### src/rtl/crypto_ctrl_pkg.sv
// crypto_ctrl_pkg: shared opcodes, error codes, command field positions and sequencer states
package crypto_ctrl_pkg;
   localparam logic [2:0] OP_NOP  = 3'd0;
   localparam logic [2:0] OP_LOAD = 3'd1;
   localparam logic [2:0] OP_RUN  = 3'd2;
   localparam logic [2:0] OP_CLR  = 3'd3;
   localparam logic [2:0] ERR_NONE     = 3'd0;
   localparam logic [2:0] ERR_STRAY    = 3'd1;
   localparam logic [2:0] ERR_OPCODE   = 3'd2;
   localparam logic [2:0] ERR_ARG      = 3'd3;
   localparam logic [2:0] ERR_UNLOADED = 3'd4;
   localparam logic [2:0] ERR_TIMEOUT  = 3'd5;
   localparam int CMD_BIT = 31;
   localparam int OP_HI   = 30;
   localparam int OP_LO   = 28;
   localparam int IDX_HI  = 10;
   localparam int IDX_LO  = 8;
   localparam int CNT_HI  = 4;
   localparam int CNT_LO  = 0;
   typedef enum logic [1:0] {IDLE, LOAD, START, WAIT} state_t;
endpackage

### src/rtl/seq_timeout_counter.sv
// seq_timeout_counter: loadable up-counter that stops and flags expiry at LIMIT-1
module seq_timeout_counter #(
   parameter int LIMIT = 1024,
   parameter int W     = $clog2(LIMIT + 1)
) (
   input  logic         clock,
   input  logic         reset,
   input  logic         load,
   input  logic [W-1:0] load_val,
   input  logic         en,
   output logic         expired
);
   logic [W-1:0] count_q, count_d;
   assign expired = count_q == W'(LIMIT - 1);
   always_comb count_d = load ? load_val : (en && !expired) ? count_q + W'(1) : count_q;
   always_ff @(posedge clock)
      if (reset) count_q <= '0;
      else count_q <= count_d;
endmodule

### src/rtl/key_load_sequencer.sv
// key_load_sequencer: decodes host commands, streams key words into the key file, supervises the engine
module key_load_sequencer
   import crypto_ctrl_pkg::*;
#(
   parameter int NUM_KEYS  = 6,
   parameter int KEY_WORDS = 4,
   parameter int SLICE_W   = 5,
   parameter int TIMEOUT   = 1024
) (
   input  logic                clock,
   input  logic                reset,
   input  logic                instr_valid,
   input  logic [31:0]         instr,
   output logic                instr_ready,
   output logic [31:0]         key_data,
   output logic [SLICE_W-1:0]  key_slice,
   output logic [NUM_KEYS-1:0] key_we,
   output logic                eng_start,
   output logic [2:0]          eng_key_sel,
   input  logic                eng_done,
   output logic                busy,
   output logic                error,
   output logic [31:0]         status
);
   state_t                state_q, state_d;
   logic [2:0]            key_q, key_d;
   logic [SLICE_W-1:0]    slice_q, slice_d;
   logic [SLICE_W:0]      rem_q, rem_d;
   logic [NUM_KEYS-1:0]   loaded_q, loaded_d;
   logic [2:0]            last_q, last_d;
   logic                  error_q, error_d;
   logic [2:0]            err_code_q, err_code_d;
   logic [31:0]           key_data_q, key_data_d;
   logic [SLICE_W-1:0]    key_slice_q, key_slice_d;
   logic [NUM_KEYS-1:0]   key_we_q, key_we_d;
   logic                  xfer, idx_ok, cnt_ok, tmo_expired, err_set;
   logic [2:0]            cmd_op, cmd_idx, err_val;
   logic [4:0]            cmd_cnt;
   assign xfer    = instr_valid && instr_ready;
   assign cmd_op  = instr[OP_HI:OP_LO];
   assign cmd_idx = instr[IDX_HI:IDX_LO];
   assign cmd_cnt = instr[CNT_HI:CNT_LO];
   assign idx_ok  = 32'(cmd_idx) < NUM_KEYS;
   assign cnt_ok  = 32'(cmd_cnt) < KEY_WORDS;
   seq_timeout_counter #(.LIMIT(TIMEOUT)) u_tmo (
      .clock    (clock),
      .reset    (reset),
      .load     (state_q == START),
      .load_val ('0),
      .en       (state_q == WAIT),
      .expired  (tmo_expired)
   );
   always_comb begin
      state_d     = state_q;
      key_d       = key_q;
      slice_d     = slice_q;
      rem_d       = rem_q;
      loaded_d    = loaded_q;
      last_d      = last_q;
      error_d     = error_q;
      err_code_d  = err_code_q;
      key_data_d  = '0;
      key_slice_d = '0;
      key_we_d    = '0;
      err_set     = 1'b0;
      err_val     = ERR_NONE;
      case (state_q)
         IDLE: if (xfer) begin
            if (!instr[CMD_BIT]) begin
               err_set = 1'b1;
               err_val = ERR_STRAY;
            end else case (cmd_op)
               OP_NOP: ;
               OP_LOAD: if (!error_q) begin
                  if (idx_ok && cnt_ok) begin
                     state_d = LOAD;
                     key_d   = cmd_idx;
                     slice_d = '0;
                     rem_d   = (SLICE_W+1)'(cmd_cnt) + (SLICE_W+1)'(1);
                  end else begin
                     err_set = 1'b1;
                     err_val = ERR_ARG;
                  end
               end
               OP_RUN: if (!error_q) begin
                  if (!idx_ok) begin
                     err_set = 1'b1;
                     err_val = ERR_ARG;
                  end else if (!loaded_q[cmd_idx]) begin
                     err_set = 1'b1;
                     err_val = ERR_UNLOADED;
                  end else begin
                     state_d = START;
                     key_d   = cmd_idx;
                  end
               end
               OP_CLR: begin
                  error_d    = 1'b0;
                  err_code_d = ERR_NONE;
               end
               default: begin
                  err_set = 1'b1;
                  err_val = ERR_OPCODE;
               end
            endcase
         end
         // data words are raw here: bit 31 is payload, not a command marker
         LOAD: if (xfer) begin
            key_data_d  = instr;
            key_slice_d = slice_q;
            key_we_d    = NUM_KEYS'(1) << key_q;
            slice_d     = slice_q + SLICE_W'(1);
            rem_d       = rem_q - (SLICE_W+1)'(1);
            if (rem_q == (SLICE_W+1)'(1)) begin
               loaded_d[key_q] = 1'b1;
               state_d         = IDLE;
            end
         end
         START: begin
            last_d  = key_q;
            state_d = WAIT;
         end
         WAIT: if (eng_done) state_d = IDLE;
         else if (tmo_expired) begin
            err_set = 1'b1;
            err_val = ERR_TIMEOUT;
            state_d = IDLE;
         end
         default: state_d = IDLE;
      endcase
      // sticky: the first error code survives until an explicit clear
      if (err_set) begin
         error_d = 1'b1;
         if (!error_q) err_code_d = err_val;
      end
   end
   always_ff @(posedge clock)
      if (reset) begin
         state_q     <= IDLE;
         key_q       <= '0;
         slice_q     <= '0;
         rem_q       <= '0;
         loaded_q    <= '0;
         last_q      <= '0;
         error_q     <= 1'b0;
         err_code_q  <= ERR_NONE;
         key_data_q  <= '0;
         key_slice_q <= '0;
         key_we_q    <= '0;
      end else begin
         state_q     <= state_d;
         key_q       <= key_d;
         slice_q     <= slice_d;
         rem_q       <= rem_d;
         loaded_q    <= loaded_d;
         last_q      <= last_d;
         error_q     <= error_d;
         err_code_q  <= err_code_d;
         key_data_q  <= key_data_d;
         key_slice_q <= key_slice_d;
         key_we_q    <= key_we_d;
      end
   always_comb begin
      status                 = '0;
      status[31]             = busy;
      status[30]             = error_q;
      status[29:27]          = err_code_q;
      status[10:8]           = last_q;
      status[NUM_KEYS-1:0]   = loaded_q;
   end
   assign instr_ready = state_q == IDLE || state_q == LOAD;
   assign eng_start   = state_q == START;
   assign eng_key_sel = (state_q == START || state_q == WAIT) ? key_q : 3'd0;
   assign busy        = state_q != IDLE;
   assign error       = error_q;
   assign key_data    = key_data_q;
   assign key_slice   = key_slice_q;
   assign key_we      = key_we_q;
endmodule
### config.mk
export PLATFORM = sky130hd
export DESIGN_NAME = key_load_sequencer
export DESIGN_NICKNAME = d
export VERILOG_FILES = /design/src/rtl/crypto_ctrl_pkg.sv /design/src/rtl/seq_timeout_counter.sv /design/src/rtl/key_load_sequencer.sv
export SDC_FILE = /design/constraint.sdc
export NUM_CORES = 1
export LEC_CHECK = 0
export ABC_AREA = 0
export CAP_MARGIN = 20
export CORE_ASPECT_RATIO = 1.1
export CORE_MARGIN = 5
export CORE_UTILIZATION = 40
export CTS_CLUSTER_DIAMETER = 60
export DETAILED_ROUTE_END_ITERATION = 8
export MAX_ROUTING_LAYER = met4
export PLACE_DENSITY = 0.78
export SLEW_MARGIN = 20
export SYNTH_ARGS = -nofsm -noshare
export SYNTH_HDL_FRONTEND = slang
export SYNTH_SLANG_ARGS = --single-unit
### constraint.sdc
create_clock -name clock -period 3.1 [get_ports clock]
set_input_delay 0.93 -clock clock [delete_from_list [all_inputs] [get_ports clock]]
set_output_delay 0.93 -clock clock [all_outputs]
set_load 0.02 [all_outputs]
; After elaboration in Yosys (flattened, before gate mapping)
; Index checks and enable logic that the tools add are counted.
[classes]
add_sub_neg = 4
n_lt_le_gt_ge = 5
n_eq_ne = 27
shifts = 1
mux = 69
n_bitwise = 3
reduce_logical = 24
[op_table]
columns = operator, n
row1 = 3-bit two-way mux, 18
row2 = 6-bit two-way mux, 6
row3 = 5-bit two-way mux, 6
row4 = 2-bit two-way mux, 12
row5 = 2-bit != test (second input constant), 11
row6 = 3-bit != test (second input constant), 6
row7 = 1-bit two-way mux, 16
row8 = 2-bit nonzero test, 7
row9 = 3-bit case mux with 2 select lines, 2
row10 = 6-bit case mux with 2 select lines, 1
row11 = 11-bit by 1-bit adder with 11-bit output (second input constant), 1
row12 = 11-bit by 10-bit equality test with 1-bit output (second input constant), 1
row13 = 11-bit AND reduction, 1
row14 = 5-bit case mux with 2 select lines, 1
row15 = 3-bit case mux with 3 select lines, 1
row16 = 9-bit AND reduction, 1
row17 = 3-bit by 4-bit < comparator with 1-bit output (second input constant), 2
row18 = 2-bit case mux with 4 select lines, 1
row19 = 7-bit AND reduction, 1
row20 = 5-bit by 1-bit adder with 6-bit output (second input constant), 1
row21 = 3-bit by 2-bit equality test with 1-bit output (second input constant), 2
row22 = 6-bit by 1-bit equality test with 1-bit output (second input constant), 1
row23 = 6-bit OR, 1
row24 = 1-bit by 3-bit << shifter with 6-bit output (first input constant), 1
row25 = other kinds (25), 32
[totals]
ff_bits = 83
out_inout_bits = 82
word_cells = 145

; Longest topological paths before layout
; Gate-level depths: netlist of run 1.
[depth]
ltp_word = 11
mapped_depth = 8

; Modules after synthesis
; A second synthesis of run 1 with hierarchy kept.
[unflattened]
cells_unflattened = 419
hier_area_um2 = 3801.1
[modules_own_cells]
columns = module, n_inst, cells_each, area_each_um2, seq_area_each_um2
row1 = key_load_sequencer, 1, 336, 3126.7, 1441.4
row2 = seq_timeout_counter, 1, 83, 674.4, 220.2

; Worst setup path after synthesis of run 1
; Ideal clock, no wire load.
[synth_path]
path_kind = reg2out
startpoint = reg state_q[0]
endpoint = out eng_key_sel[1]
arrival_time_ps = 1397
required_ps = 2170
path_slack_ps = 773
path_stages_with_launch = 6
cell_sequence = dfxtp_1 > inv_1 > ha_1 > clkbuf_1 > nor2_1 > nor2b_1
[synth_between]
elab_chain_cells = 3
[synth_lines]
columns = item, line
row1 = from (decl), key_load_sequencer.sv:25  ; state_t state_q, state_d;
row2 = from (signal assigned), key_load_sequencer.sv:151  ; state_q <= state_d;
row3 = 2-bit equality test, --
row4 = named net eng_start, key_load_sequencer.sv:18  ; output logic eng_start,
row5 = 1-bit logical OR, key_load_sequencer.sv:173  ; assign eng_key_sel = (state_q == START || state_q == WAIT) ? key_q : 3'd0;
row6 = 3-bit two-way mux, key_load_sequencer.sv:173
row7 = to (decl), key_load_sequencer.sv:19  ; output logic [2:0] eng_key_sel,
; The timed path passes the listed nets, and every way through them passes these cells.

; Final worst setup path of run 1
[layout_path]
startpoint = reg state_q[0]
endpoint = out busy
[layout_between]
elab_chain_cells = 1
[layout_lines]
columns = item, line
row1 = 2-bit nonzero test, key_load_sequencer.sv:174  ; assign busy = state_q != IDLE;
row2 = to (decl), key_load_sequencer.sv:21  ; output logic busy,
; No other way between the ends.

==> metrics.txt, run 1 <==
row count=36; Switching Share=0.2772; cell count after synthesis=about 390; #FFs+latches synth=83; ys flop type=dfxtp_1; Period minus WS final=2.937 ns; share of post-route cells with drive strength above 1=0.08065; CP startpoint=state_q[0]; Top delay family on crit path=buffers and inverters; CP max stage delay=about 0.65 ns; Pleak=roughly 1.8 nW; Pins Over Slew Limit=0; clock group share of total power=0.352; Synth Area in Adders=0.03459; CP Max Fanout=7; H-tree Lvls=3; period utilization=0.9475; Setup crit start kind=flop; post-synthesis mux area share=0.03321; CTS Buf Count=9; most frequent cells in the layout=clkdlybuf4s50_1 (99), dfxtp_1 (83), nor2_1 (42), and2_1 (40), nand2_1 (19); first-pass GRT wire length=approximately 14000 um; Filler cells=807; Ys Warns=0; # port buffers=99; internal power=1.494 mW; Max Clock Freq=0.3404 GHz; area share of the largest cell type after synthesis=0.4594; DR iter-0 viols=around 250; cell depth of the worst setup path=4; Slew HR=0.6329; commonest non-fill, non-tap cell in the layout=clkdlybuf4s50_1; CTS resizes=0; clock root buffer=clkbuf_8; mean post-synth cell area=between 9 and 10 um2; dpl hpwl=approximately 6900 um; CP Capture Type=primary output; min-delay worst type=reg -> reg; drt total wl=about 9000 um; CP cell instances=inv_1, ha_1, inv_1, clkdlybuf4s50_1; xor-xnor portion of the synthesized cell area=0.03148; RSZ-0062 raised after global routing=false; quantity of hold-fixing buffers added after cts=0; Tot GR Track Use=0.1675; initial antenna violation count=0; Worst-Margin Slew=roughly 0.55 ns; Placeable Area=a little under 9000 um2; clk sink count=between 80 and 90; Layout Nets=roughly 540; Power Total=~2.1 mW; Post-DRT Antenna Nets=0; TritonCTS clock tree=yes; power per standard cell area=roughly 420 nW/um2; P&R area growth vs syn=35.32%; Synth Area in Compound Gates=0.1287; Vias/cell=approximately 5.0; final hold vios=0; clock-pin slew on the worst setup and hold paths=0.08 ns; ys async rst share=0; Clock Path Buffers=2; Critical Path AT=~2.0 ns; via count=approximately 3000; r2r setup slk=about 1 ns; worst vdd ir=0.0001989 V; sequential area share after synthesis=0.4594; Final Util=0.5544; WP buf/inv=3; main combinational cell family by area after synthesis=simple AND/OR/NAND/NOR gates; wire per inst=approximately 15 um; Data required, critical path=roughly 2.2 ns; GPL Wtd Cong=between 0.9 and 1; Multi-input gate area=approximately 1800 um2; Finished Layout Cells=610; worst-case reg-to-reg path depth=6; cell mode on critical path=inv_1; DRC errors left=0; max_cap viols=0; Distinct cells, synth=a little under 60; Comb pwr share=0.120; Crit Path Class=reg -> out; I/O pin cnt=around 120; number of synthesized flops with an enable pin=0; setup repair bufs after CTS=0; chip height=approximately 110 um; Sum Neg Setup Slack=0 ns; Reg area=about 1700 um2; Seq pwr share=0.529; largest net degree at the start of global routing=28; Post-Syn Area=around 3600 um2; Critical Path End=busy; vias in the first global route=2999; worst r2r src=state_q[0]; area leader, netlist=dfxtp_1; Chip Width=a little over 100 um; TritonRoute pass-1 iters=4; R2R Path End=state_q[1]; status=finished, final reports clean; Clock Latency Late Sink=0.35 ns; die area=about 11000 um2; Worst Clk Skew=approximately 0.014 ns; Simple-Gate Fraction of Synth Area=0.2418; slowest cell on the critical path=clkdlybuf4s50_1; Net Sw Power=~0.57 mW; GR Overflow Total=0; Starting Density=0.4097; largest cells by area after synthesis=dfxtp_1 (46%), and2_1 (6.9%), nor2_1 (4.5%); Final setup viols=0; ant diodes=0; dpl cells=~600
-- final cells by class --
class | instances | area share
clock buffers | 9 | 0.02531
clock inverters | 7 | 0.01201
inverters | 10 | 0.007669
multi-input cells | 275 | 0.3615
flip-flops and latches | 83 | 0.3395
well taps | 114 | 0.02914
repair buffers | 112 | 0.2249
-- cell families after synthesis --
family                   count (synthesis)
AND/OR/NAND/NOR                        159
flip-flops                              83
AO/OA/AOI/OAI                           63
buffers and inverters                   45
XOR/XNOR                                13
multiplexers                            12
adder cells (fa/ha/maj)                 10
other                                    1
-- stage by stage --
step / hold slack (ns) / area [um2] / setup WS [ns]
6_report: 0.4924 / 4895 / 0.1626
5_1_grt: 0.5036 / 4895 / 0.06075
4_1_cts: 0.4966 / 4895 / 0.1156
3_5_place_dp: 0.4722 / 4712 / 0.06407
3_3_place_gp: 0.4668 / 4712 / 0.1603
2_1_floorplan: 0.4504 / 3681 / 0.7727
-- worst register-to-register path, cell delays in order (launching register included) --
cell and delay (ns):
dfxtp_1 0.35, inv_1 0.13, ha_1 0.31, inv_1 0.18, or4_1 0.59, and3_1 0.22, a211oi_1 0.20
-- layer usage --
metal,GRT usage,up-vias,part of all wire
met4,0.05390,0,0.014
met5,-,-,0
li1,-,1516,-
met2,0.2723,137,0.47
met1,0.2039,1410,0.43
met3,0.04188,12,0.078
-- Yosys cell counts, types with 5 or more instances --
library cell  count
a21oi_1          13
xor2_1           11
a31oi_1           7
inv_1            10
clkbuf_1         13
and2_1           40
nand2b_1          9
nand3_1           5
nand2_1          19
o21ai_0           9
ha_1             10
buf_4            20
dfxtp_1          83
nand4_1           6
nor3_1            5
o22ai_1           5
mux2i_1          12
nor2_1           43
-- sequential cells by signal, indices dropped and copies added (netlist names), 2 cells and up --
name,count
key_we,6
err_code_q,3
state_q,2
rem_q,6
loaded_q,6
slice_q,5
u_tmo.count_q,11
last_q,3
key_q,3
key_data,32
key_slice,5
-- worst min path at each step --
stage | slack [ns] | start | endpoint | cells past startpoint
floorplan | 0.45 | slice_q[4] | key_slice[4] | 1
global placement | 0.47 | rem_q[5] | rem_q[5] | 2
detailed placement | 0.47 | slice_q[4] | key_slice[4] | 1
CTS | 0.50 | slice_q[4] | key_slice[4] | 1
global route | 0.50 | u_tmo.count_q[10] | u_tmo.count_q[10] | 1
finish | 0.49 | u_tmo.count_q[10] | u_tmo.count_q[10] | 1
-- power groups by stage --
stage / clock network [mW] / logic (mW) / registers [mW]
5_1_grt: 0.794 / 0.266 / 1.09
3_5_place_dp: 0 / 0.245 / 1.12
6_report: 0.727 / 0.247 / 1.09
4_1_cts: 0.747 / 0.246 / 1.09
3_3_place_gp: 0 / 0.243 / 1.12
2_1_floorplan: 0 / 0.144 / 1.12
No activity file was read; power rests on OpenSTA's default activity.
==> run 2, diff against run 1 <==
==> constraint.sdc (replaced) <==
create_clock -name clock -period 3.1 [get_ports clock]
set_input_delay 0.62 -clock clock [delete_from_list [all_inputs] [get_ports clock]]
set_output_delay 0.62 -clock clock [all_outputs]
set_load 0.02 [all_outputs]
==> metrics.txt, run 2 (synthesis results as in run 1) <==
Sum Neg Setup Slack=0 ns (unchanged); initial antenna violation count=0 (unchanged); drt total wl=8654 um (-3.7%); setup repair bufs after CTS=0 (unchanged); RSZ-0062 raised after global routing=false; clk sink count=83 (unchanged); Crit Path Class=reg -> out; first-pass GRT wire length=13560 um (-5.6%); Period minus WS final=2.761 ns (-0.1763 ns); Setup crit start kind=flop; Clock Path Buffers=2 (unchanged); DR iter-0 viols=232 (-8.7%); period utilization=0.8907 (-0.05688); share of post-route cells with drive strength above 1=0.06748 (-0.01316); Tot GR Track Use=0.1583 (-0.009199); Critical Path AT=2.14 ns (+0.13 ns); Filler cells=780 (-3.3%); Switching Share=0.2681 (-0.009074); Starting Density=0.4097 (unchanged); Reg area=1662 um2 (unchanged); status=finished, final reports clean; clock group share of total power=0.351 (about the same); Comb pwr share=0.118 (-0.002); Data required, critical path=2.48 ns (+0.31 ns); CTS resizes=0 (unchanged); ant diodes=0 (unchanged); min-delay worst type=reg -> reg; DRC errors left=0 (unchanged); cell mode on critical path=inv_1; Placeable Area=8828 um2 (unchanged); clock-pin slew on the worst setup and hold paths=0.09 ns (about the same); CP max stage delay=0.60 ns (-0.05 ns); worst hold slack=0.4766 ns (-0.01587 ns); Pins Over Slew Limit=0 (unchanged); slowest cell on the critical path=clkdlybuf4s50_1; Slew HR=0.6179 (-0.01498); clock root buffer=clkbuf_8; most frequent cells in the layout=clkdlybuf4s50_1 (99), dfxtp_1 (83), nor2_1 (42), and2_1 (40), nand2_1 (19); r2r setup slk=0.52 ns (-0.50 ns); row count=36 (unchanged); Worst Clk Skew=0.01332 ns (-0.0008865 ns); quantity of hold-fixing buffers added after cts=0 (unchanged); CP Capture Type=primary output; max_cap viols=0 (unchanged); Net Sw Power=0.5514 mW (-3.7%); GR Overflow Total=0 (unchanged); TritonRoute pass-1 iters=4 (unchanged); vias in the first global route=2837 (-5.4%); Worst-Margin Slew=0.5693 ns (+0.02232 ns); final hold vios=0 (unchanged); max reg flops=32 (unchanged); internal power=1.505 mW (+0.79%); worst vdd ir=0.0001789 V (-10%); wire per inst=14.35 um (-2.5%); TritonCTS clock tree=yes; die area=11050 um2 (unchanged); Vias/cell=4.995 (-0.91%); chip height=109.7 um (unchanged); Max Clock Freq=0.3622 GHz (+6.4%); dpl hpwl=6589 um (-4.4%); Multi-input gate area=1769 um2 (unchanged); Final setup viols=0 (unchanged); P&R area growth vs syn=33.59%; largest net degree at the start of global routing=32 (+14%); Pleak=1.795 nW (-2.1%); GPL Wtd Cong=0.9031 (-0.47%); CP Max Fanout=13 (+6); Clock Latency Late Sink=0.35 ns (about the same); CP cell instances=inv_1, ha_1, nor2_1, inv_1, clkdlybuf4s50_1; commonest non-fill, non-tap cell in the layout=clkdlybuf4s50_1; H-tree Lvls=3 (unchanged); power per standard cell area=425.7 nW/um2 (+0.83%); I/O pin cnt=118 (unchanged); Layout Nets=530 (-1.3%); # port buffers=99 (unchanged); Chip Width=100.7 um (unchanged); via count=3012 (-2.0%); CTS Buf Count=9 (unchanged); Post-DRT Antenna Nets=0 (unchanged); Seq pwr share=0.530 (about the same)
[run 2: through the flow]
step / cell area [um2] / util / setup WS, ns / cells / power [mW]
2_1_floorplan: 3681 / - / 1.083 / 403 / 1.267
3_3_place_gp: 4647 / 0.5264 / 0.2073 / 587 / 1.353
3_5_place_dp: 4647 / 0.5264 / 0.1155 / 587 / 1.357
4_1_cts: 4832 / 0.5473 / 0.3364 / 603 / 2.072
5_1_grt: 4832 / 0.5473 / 0.2148 / 603 / 2.141
6_report: 4832 / 0.5473 / 0.3389 / 603 / 2.057
[run 2: area by class of cell]
class | count | share of cell area
Multi-Input combinational cell | 275 | 0.3661
Clock buffer | 10 | 0.02848
Tap cell | 114 | 0.02952
Inverter | 10 | 0.007768
Sequential cell | 83 | 0.3439
Clock inverter | 6 | 0.009839
Timing Repair Buffer | 105 | 0.2144
[run 2: worst max-delay path: cells and delay by family, from the launching register on]
family / cells / cell delay, ns
buffers and inverters: 3 / 0.80
DFF: 1 / 0.36
adders and majority gates: 1 / 0.46
and+or+nand+nor: 1 / 0.17
[run 2: routing by layer]
layer,vias to the layer above,GRT usage,part of all wire
li1,1494,-,-
met1,1390,0.1941,0.44
met2,118,0.2568,0.47
met3,10,0.04061,0.080
met4,0,0.04716,0.0097
met5,-,-,0
[run 2: path summary, 6_finish.rpt]
kind | startpoint | cells past startpoint | to
worst max-delay path | state_q[1] | 5 | instr_ready
worst min register to register | err_code_q[2] | 2 | err_code_q[2]
worst max register to register | state_q[1] | 7 | rem_q[2]
worst min-delay path | err_code_q[2] | 2 | err_code_q[2]
[run 2: power groups by stage]
| stage | Sequential (mW) | Combinational (mW) | Clock, mW |
|---|---|---|---|
| after floorplan | 1.12 | 0.144 | 0 |
| after global placement | 1.12 | 0.238 | 0 |
| after detailed placement | 1.12 | 0.241 | 0 |
| after CTS | 1.09 | 0.242 | 0.739 |
| after global routing | 1.09 | 0.263 | 0.785 |
| final | 1.09 | 0.244 | 0.723 |
==> run 3, diff against run 2 <==
DONT_BUFFER_PORTS = 1   (was default)
PLACE_DENSITY = 0.61   (was 0.78)
==> metrics.txt, run 3 (synthesis results as in run 1) <==
share of post-route cells with drive strength above 1=0.06995 (+0.002464); Clock Path Buffers=2 (unchanged); Placeable Area=8828 um2 (unchanged); drt total wl=8182 um (-5.5%); GPL Wtd Cong=0.8408 (-6.9%); Final setup viols=0 (unchanged); largest net degree at the start of global routing=36 (+13%); Final Util=0.4357 (-0.1117); Pleak=1.429 nW (-20%); initial antenna violation count=1 (+1); first-pass GRT wire length=12650 um (-6.7%); Switching Share=0.2421 (-0.02597); Worst Clk Skew=0.008215 ns (-0.005109 ns); max reg flops=32 (unchanged); commonest non-fill, non-tap cell in the layout=dfxtp_1; worst-case reg-to-reg path depth=7 (unchanged); Vias/cell=5.240 (+4.9%); Max Clock Freq=0.4034 GHz (+11%); DR iter-0 viols=252 (+8.6%); power per standard cell area=527.9 nW/um2 (+24%); Clock Latency Late Sink=0.35 ns (about the same); TritonRoute pass-1 iters=4 (unchanged); RSZ-0062 raised after global routing=false; max_cap viols=0 (unchanged); Critical Path AT=2.74 ns (+0.60 ns); GR Overflow Total=0 (unchanged); I/O pin cnt=118 (unchanged); Setup crit start kind=flop; CTS resizes=0 (unchanged); clock root buffer=clkbuf_8; quantity of hold-fixing buffers added after cts=0 (unchanged); final hold vios=0 (unchanged); period utilization=0.7997 (-0.09099); Layout Nets=427 (-19%); Net Sw Power=0.4915 mW (-11%); dpl hpwl=6206 um (-5.8%); Tot GR Track Use=0.1526 (-0.005761); # port buffers=0 (-100%); status=finished, final reports clean; wire per inst=16.33 um (+14%); Chip Width=100.7 um (unchanged); most frequent cells in the layout=dfxtp_1 (83), nor2_1 (42), and2_1 (40), nand2_1 (19), conb_1 (18); Worst-Margin Slew=0.8217 ns (+0.2524 ns); P&R area growth vs syn=6.330%; CTS Buf Count=9 (unchanged); H-tree Lvls=3 (unchanged); Seq pwr share=0.545 (+0.015); Sum Neg Setup Slack=0 ns (unchanged); vias in the first global route=2416 (-15%); clk sink count=83 (unchanged); Post-DRT Antenna Nets=0 (unchanged); setup repair bufs after CTS=0 (unchanged); Period minus WS final=2.479 ns (-0.2821 ns); Slew HR=0.4515 (-0.1664); CP Capture Type=flop; Crit Path Class=reg -> reg; DRC errors left=0 (unchanged); row count=36 (unchanged); TritonCTS clock tree=yes; via count=2625 (-13%); Data required, critical path=3.36 ns (+0.88 ns); min-delay worst type=in -> reg; die area=11050 um2 (unchanged); Comb pwr share=0.064 (-0.054); Starting Density=0.4097 (unchanged); chip height=109.7 um (unchanged); clock-pin slew on the worst setup and hold paths=0.08 ns (about the same); clock group share of total power=0.390 (+0.039); internal power=1.539 mW (+2.2%); worst vdd ir=0.0002871 V (+60%); Hold Path Cell Cnt=1 (-1); Pins Over Slew Limit=0 (unchanged); CP Max Fanout=13 (unchanged); Filler cells=881 (+13%)
run 3: cell types whose count changed in the layout (fill, tap and decap cells not counted), moves of 2 or more:
cell and delta:
clkdlybuf4s50_1 -99, inv_6 -2, clkbuf_1 +2, buf_4 -5
run 3: metal layers:
layer  global-route usage  part of all wire
met1               0.1702              0.39
met5                    -                 0
met3              0.07234              0.13
met4              0.07026             0.017
met2               0.2310              0.46
run 3: worst max-delay path, cell delays in order (launching register included):
cell      delay (ns)
dfxtp_1         0.35
inv_1           0.12
ha_1            0.43
nand2_1         0.26
nor2_1          0.33
or2_1           0.45
o21ai_1         0.16
a221oi_2        0.30
run 3: worst paths after layout:
kind	from	endpoint	slack, ns
worst max-delay path	state_q[1]	rem_q[2]	0.62
worst min-delay path	reset	rem_q[4]	0.33
worst max register to register	state_q[1]	rem_q[2]	0.62
worst min register to register	rem_q[5]	rem_q[5]	0.48
run 3: cell type report:
cell class | count | area (um2) | share of cell area
diodes | 1 | 2.502 | 0.0006506
clock buffers | 13 | 158.9 | 0.04131
clock inverters | 3 | 46.29 | 0.01204
inverters | 10 | 37.54 | 0.009759
multi-input cells | 275 | 1769 | 0.4600
flip-flops and latches | 83 | 1662 | 0.4320
well taps | 114 | 142.6 | 0.03709
repair buffers | 2 | 27.53 | 0.007157
run 3: metrics by stage:
step / hold slack [ns] / std cells / area [um2] / worst slack [ns] / power (mW)
6_report: 0.3299 / 501 / 3846 / 0.6210 / 2.030
5_1_grt: 0.3075 / 501 / 3846 / 0.3189 / 2.122
4_1_cts: 0.3130 / 500 / 3844 / 0.6003 / 2.057
3_5_place_dp: 0.4663 / 484 / 3638 / 0.6696 / 1.262
3_3_place_gp: 0.4592 / 484 / 3638 / 0.7630 / 1.261
2_1_floorplan: 0.4504 / 403 / 3681 / 1.083 / 1.267
run 3: power by group through the flow:
stage,clock (mW),sequential [mW],combinational [mW]
floorplan,0,1.12,0.144
global placement,0,1.13,0.129
detailed placement,0,1.13,0.129
CTS,0.820,1.11,0.130
global route,0.868,1.11,0.144
finish,0.792,1.11,0.131
